## config.mk

```make
export PLATFORM = sky130hd
export DESIGN_NAME = murax_sw_debounce
export DESIGN_NICKNAME = d
export VERILOG_FILES = /design/src/rtl/murax_sw_debounce.sv
export SDC_FILE = /design/constraint.sdc
export NUM_CORES = 1
export LEC_CHECK = 0
export CAP_MARGIN = 20
export CORE_UTILIZATION = 30
export DETAILED_ROUTE_END_ITERATION = 12
export PLACE_DENSITY_LB_ADDON = 0.25
export SLEW_MARGIN = 20
export SYNTH_ARGS = -nofsm -noshare
export SYNTH_HDL_FRONTEND = slang
export SYNTH_SLANG_ARGS = --single-unit
```

## constraint.sdc

```tcl
create_clock -name io_mainClk -period 17.9 [get_ports io_mainClk]
set_input_delay 5.37 -clock io_mainClk [delete_from_list [all_inputs] [get_ports io_mainClk]]
set_output_delay 5.37 -clock io_mainClk [all_outputs]
set_load 0.01 [all_outputs]
```

## src/rtl/murax_sw_debounce.sv

```systemverilog
// Switch conditioner for the Murax GPIO-A read bus: per-bit 2-flop synchronizer, debounce counter, change pulse.
// Sticky event flags and io_irq are built only when GPIO_SW_EVENT_EN is defined; otherwise they are tied to 0.
module murax_sw_debounce #(
  parameter int WIDTH           = 16,
  parameter int DEBOUNCE_CYCLES = 100000
) (
  input  logic             io_mainClk,
  input  logic             io_asyncReset,
  input  logic [WIDTH-1:0] io_sw_raw,
  output logic [WIDTH-1:0] io_sw_clean,
  output logic [WIDTH-1:0] io_sw_changed,
  input  logic [WIDTH-1:0] io_evt_clear,
  output logic [WIDTH-1:0] io_evt_pending,
  output logic             io_irq
);

  localparam int CNT_W = ($clog2(DEBOUNCE_CYCLES) < 1) ? 1 : $clog2(DEBOUNCE_CYCLES);
  localparam logic [CNT_W-1:0] CNT_LAST = CNT_W'(DEBOUNCE_CYCLES - 1);

  logic [WIDTH-1:0]            r_sync1;
  logic [WIDTH-1:0]            r_sync2;
  logic [WIDTH-1:0]            r_stable;
  logic [WIDTH-1:0]            r_changed;
  logic [WIDTH-1:0][CNT_W-1:0] r_cnt;
  logic [WIDTH-1:0][CNT_W-1:0] w_cnt_next;
  logic [WIDTH-1:0]            w_accept;

  // A bit is accepted once sync2 has differed from the stable value for DEBOUNCE_CYCLES edges in a row.
  always_comb begin
    w_accept   = '0;
    w_cnt_next = '0;
    for (int i = 0; i < WIDTH; i++) begin
      if (r_sync2[i] == r_stable[i]) begin
        w_cnt_next[i] = '0;
      end else if (r_cnt[i] == CNT_LAST) begin
        w_accept[i]   = 1'b1;
        w_cnt_next[i] = '0;
      end else begin
        w_cnt_next[i] = r_cnt[i] + CNT_W'(1);
      end
    end
  end

  always_ff @(posedge io_mainClk or posedge io_asyncReset) begin
    if (io_asyncReset) begin
      r_sync1   <= '0;
      r_sync2   <= '0;
      r_stable  <= '0;
      r_changed <= '0;
      r_cnt     <= '0;
    end else begin
      r_sync1   <= io_sw_raw;
      r_sync2   <= r_sync1;
      r_stable  <= r_stable ^ w_accept;
      r_changed <= w_accept;
      r_cnt     <= w_cnt_next;
    end
  end

  assign io_sw_clean   = r_stable;
  assign io_sw_changed = r_changed;

`ifdef GPIO_SW_EVENT_EN
  logic [WIDTH-1:0] r_pending;
  logic             r_irq;
  logic [WIDTH-1:0] w_pending_next;

  // A new change on the same cycle as its clear keeps the flag set.
  always_comb begin
    w_pending_next = (r_pending & ~io_evt_clear) | w_accept;
  end

  always_ff @(posedge io_mainClk or posedge io_asyncReset) begin
    if (io_asyncReset) begin
      r_pending <= '0;
      r_irq     <= 1'b0;
    end else begin
      r_pending <= w_pending_next;
      r_irq     <= |w_pending_next;
    end
  end

  assign io_evt_pending = r_pending;
  assign io_irq         = r_irq;
`else
  logic w_unused_evt_clear;

  assign w_unused_evt_clear = ^io_evt_clear;
  assign io_evt_pending     = '0;
  assign io_irq             = 1'b0;
`endif

endmodule

```

==> impl_metrics.toml <==
[clock_network]
cts_root_buf = "clkbuf_16"
clock_path_buffers = 3
cts_tree = "yes"
post_cts_buffers = 0
clk_latency_ns = 0.54
cts_sinks = 336
cts_made_buffers = 41
htreeDepth = 2
clkSlewWorstSetupHoldPaths_ns = 0.06
hold_buffers = 0
cts_resized = 0

[logic_synthesis]
synth-edff-count = 0
synthFlopType = "dfrtp_1"
ys_async_sr_fraction_pct = 100
syn-cell-area_sq_um = 15600
seq_area_frac_synth_pct = 53.8
syn_avg_cell_area_sq_um = 10.1
syn_inst = 1542
ys_warn_count = 0
netlist-cell-type-count = 40
ys_ff_latch = 336

[power]
ir_drop_mv = 0.0560
p_seq_share_pct = 46.0
p_comb_share_pct = 3.0
p_per_area_nw_per_um2 = 93.5
power.switching_uw = 370
clkPwrFrac_pct = 50.9
p_sw_share_pct = 21.7
power.internal_uw = 1340
p_leak_uw = 0.00721

[worst_setup_path]
r2r-start = "r_cnt[85]"
cp_slowest_stage_delay_ns = 0.87
path_class = "input port to async pin"
crit_chain = "clkdlybuf4s50_1, inv_8, buf_4, buf_4"
arrival_ns = 8.17
crit_top_cell = "buf_4"
r2r_cells = 5
cp_num_buf_inv = 4
worst_setup_path_end_kind = "async pin"
critPathSlowestCell = "buf_4"
worstPathRequired_ns = 18.43
cp_top_family = "buffers and inverters"
reg2reg_slack_ns = 15.86
cp-start-kind = "input port"
r2r_end = "r_cnt[96]"
path_depth = 4
crit_fanout = 127

[cells_and_area]
nNetsFinal = 1653
area_growth_pct = 16.8
layout-drive-gt1-share_pct = 6.44
diodes = 0

[floorplanning]
die-area_sq_um = 53000
die_height_um = 230
row_count = 83
dieWidth_um = 230
fp.coreArea_sq_um = 51400
ioPinCount = 83
initial_core_util_pct = 30.4

[worst_hold_path]
hold_end = "r_sync2[1]"
hp-class = "register to register"
min-delay-start = "r_sync1[1]"
whs_path_depth = 0

[grt]
grt_overflow = 0
antenna_found_initial = 1
grt_first_pass_wirelength_um = 51900
use_met1_pct = 16.1
met2_usage_pct = 17.4
met3_usage_pct = 2.36
grt_start_max_net_pins = 128
grt-busiest-layer = "met2"
grt_pass1_vias = 10800
track_usage_pct = 11.5

[route]
drc = 0
drtIter0Drc = 841
wl_um = 29400
vias = 10900
drt_first_pass_iters = 5
wl_per_cell_um = 12.7
vias_per_cell = 4.70
antenna_left = 0

[sta]
finalCritPeriodShare_pct = 42.7
rsz0062_at_grt = "false"
setup_viol_count_final = 0
hold_viol_final = 0
postLayoutSetupSlackWorst_ns = 10.26
worst_pin_slew_ns = 0.944
fmaxAchievable_mhz = 131
finalSetupTns_ns = 0
finalClockSkew_ns = 0.00792
max_slew_margin_pct = 37.1
period_needed_ns = 7.64
maxSlewViolCount = 0

[place]
port_buffers = 49
hpwlAfterDp_um = 18500
place_congestion = 0.771
dpl_worst_slack_ns = 9.43

[run_status]
status = "complete, no violations"

[job]
drv_cap = 0
## per-layer routing
metal  wire [um]  share of wire [%]
met5           0                  0
met4         859                2.9
met3        1070                3.6
met2       12600                 43
met1       14800                 50
## power groups by stage
stage / sequential (uW) / clock (uW) / combinational [uW]
5_1_grt: 786 / 936 / 61.5
6_report: 785 / 869 / 51.9
3_3_place_gp: 798 / 0 / 52.8
2_1_floorplan: 794 / 0 / 43.6
4_1_cts: 784 / 911 / 53.4
3_5_place_dp: 798 / 0 / 53.1
## state kept, by name (all words and copies together), names as in the netlist, named ones only
register       count
r_sync2           16
io_sw_changed     16
r_sync1           16
r_cnt            272
## cell usage in the layout, fill, tap and decap left out, types with 2 or more instances in the layout
master / n
dfrtp_1: 336
nor2_1: 290
xnor2_1: 173
nand3_1: 91
nand4_1: 88
nor4_1: 86
nand2_1: 75
xor2_1: 66
nor3_1: 52
inv_1: 51
clkdlybuf4s50_1: 49
clkbuf_16: 41
or3_1: 25
and4_1: 18
a21oi_1: 17
conb_1: 17
mux2_2: 16
ha_1: 16
o21ai_0: 12
or4_1: 11
and3_1: 11
nor4b_1: 10
clkinv_2: 10
a41o_1: 7
bufinv_16: 7
clkbuf_8: 7
nor4bb_1: 6
or2_2: 6
and2_1: 5
o31ai_1: 4
clkbuf_1: 4
o21ai_2: 3
o31ai_4: 3
buf_4: 3
a31o_2: 2
nor2b_1: 2
## per-stage QoR
step                      utilization, %  cells  hold WS [ns]  power, uW  area [sq um]
final                               35.5   2311         0.347       1710         18300
after global placement              32.7   2239         0.333        851         16800
after detailed placement            32.7   2239         0.336        851         16800
after global routing                35.5   2311         0.354       1780         18300
after CTS                           35.4   2310         0.349       1750         18200
after floorplan                        -   1558         0.331        838         15700
## worst reg2reg max path: stages, from the launching register on
cell and delay [ns]:
dfrtp_1 0.40, ha_1 0.25, and4_1 0.32, nand2_1 0.16
o31ai_4 0.64, nor2_1 0.14
## synth_stat cells, drive strengths merged (25+ instances only)
cell | count | area [sq um]
or3 | 25 | 156
buf | 33 | 210
inv | 52 | 195
xor2 | 66 | 578
nand3 | 91 | 455
nor3 | 52 | 260
nand2 | 75 | 282
nor4 | 86 | 538
dfrtp | 336 | 8410
nor2 | 290 | 1090
xnor2 | 173 | 1520
nand4 | 89 | 572
## area by class of cell
cell class                 instances  area (sq um)
clock inverter                    19           277
fill                            5135         33200
tap                              680           851
inverter                          52           203
clock buffer                      52          1140
sequential                       336          8410
multi-input combinational       1119          6830
timing repair buffer              53           541
## how the worst max path moves through the flow
stage / endpoint / start / slack (ns)
2_1_floorplan: async pin / io_asyncReset / 3.22
3_3_place_gp: r_sync1[10] / io_asyncReset / 9.47
3_5_place_dp: r_sync2[10] / io_asyncReset / 9.43
4_1_cts: r_cnt[103] / io_asyncReset / 10.01
5_1_grt: r_cnt[76] / io_asyncReset / 9.72
6_report: io_sw_changed[15] / io_asyncReset / 10.26
## cell families after synthesis
kind of cell,Yosys count,synth area share (%)
xor gates and xnor gates,239,13.4
buffers and inverters,103,3.03
DFF,336,53.8
other,1,0.0240
AOI/OAI and AO/OA,49,2.18
and+or+nand+nor,782,25.2
adders and majority gates,16,1.28
muxes,16,1.15
No activity file was read; power rests on OpenSTA's default activity.
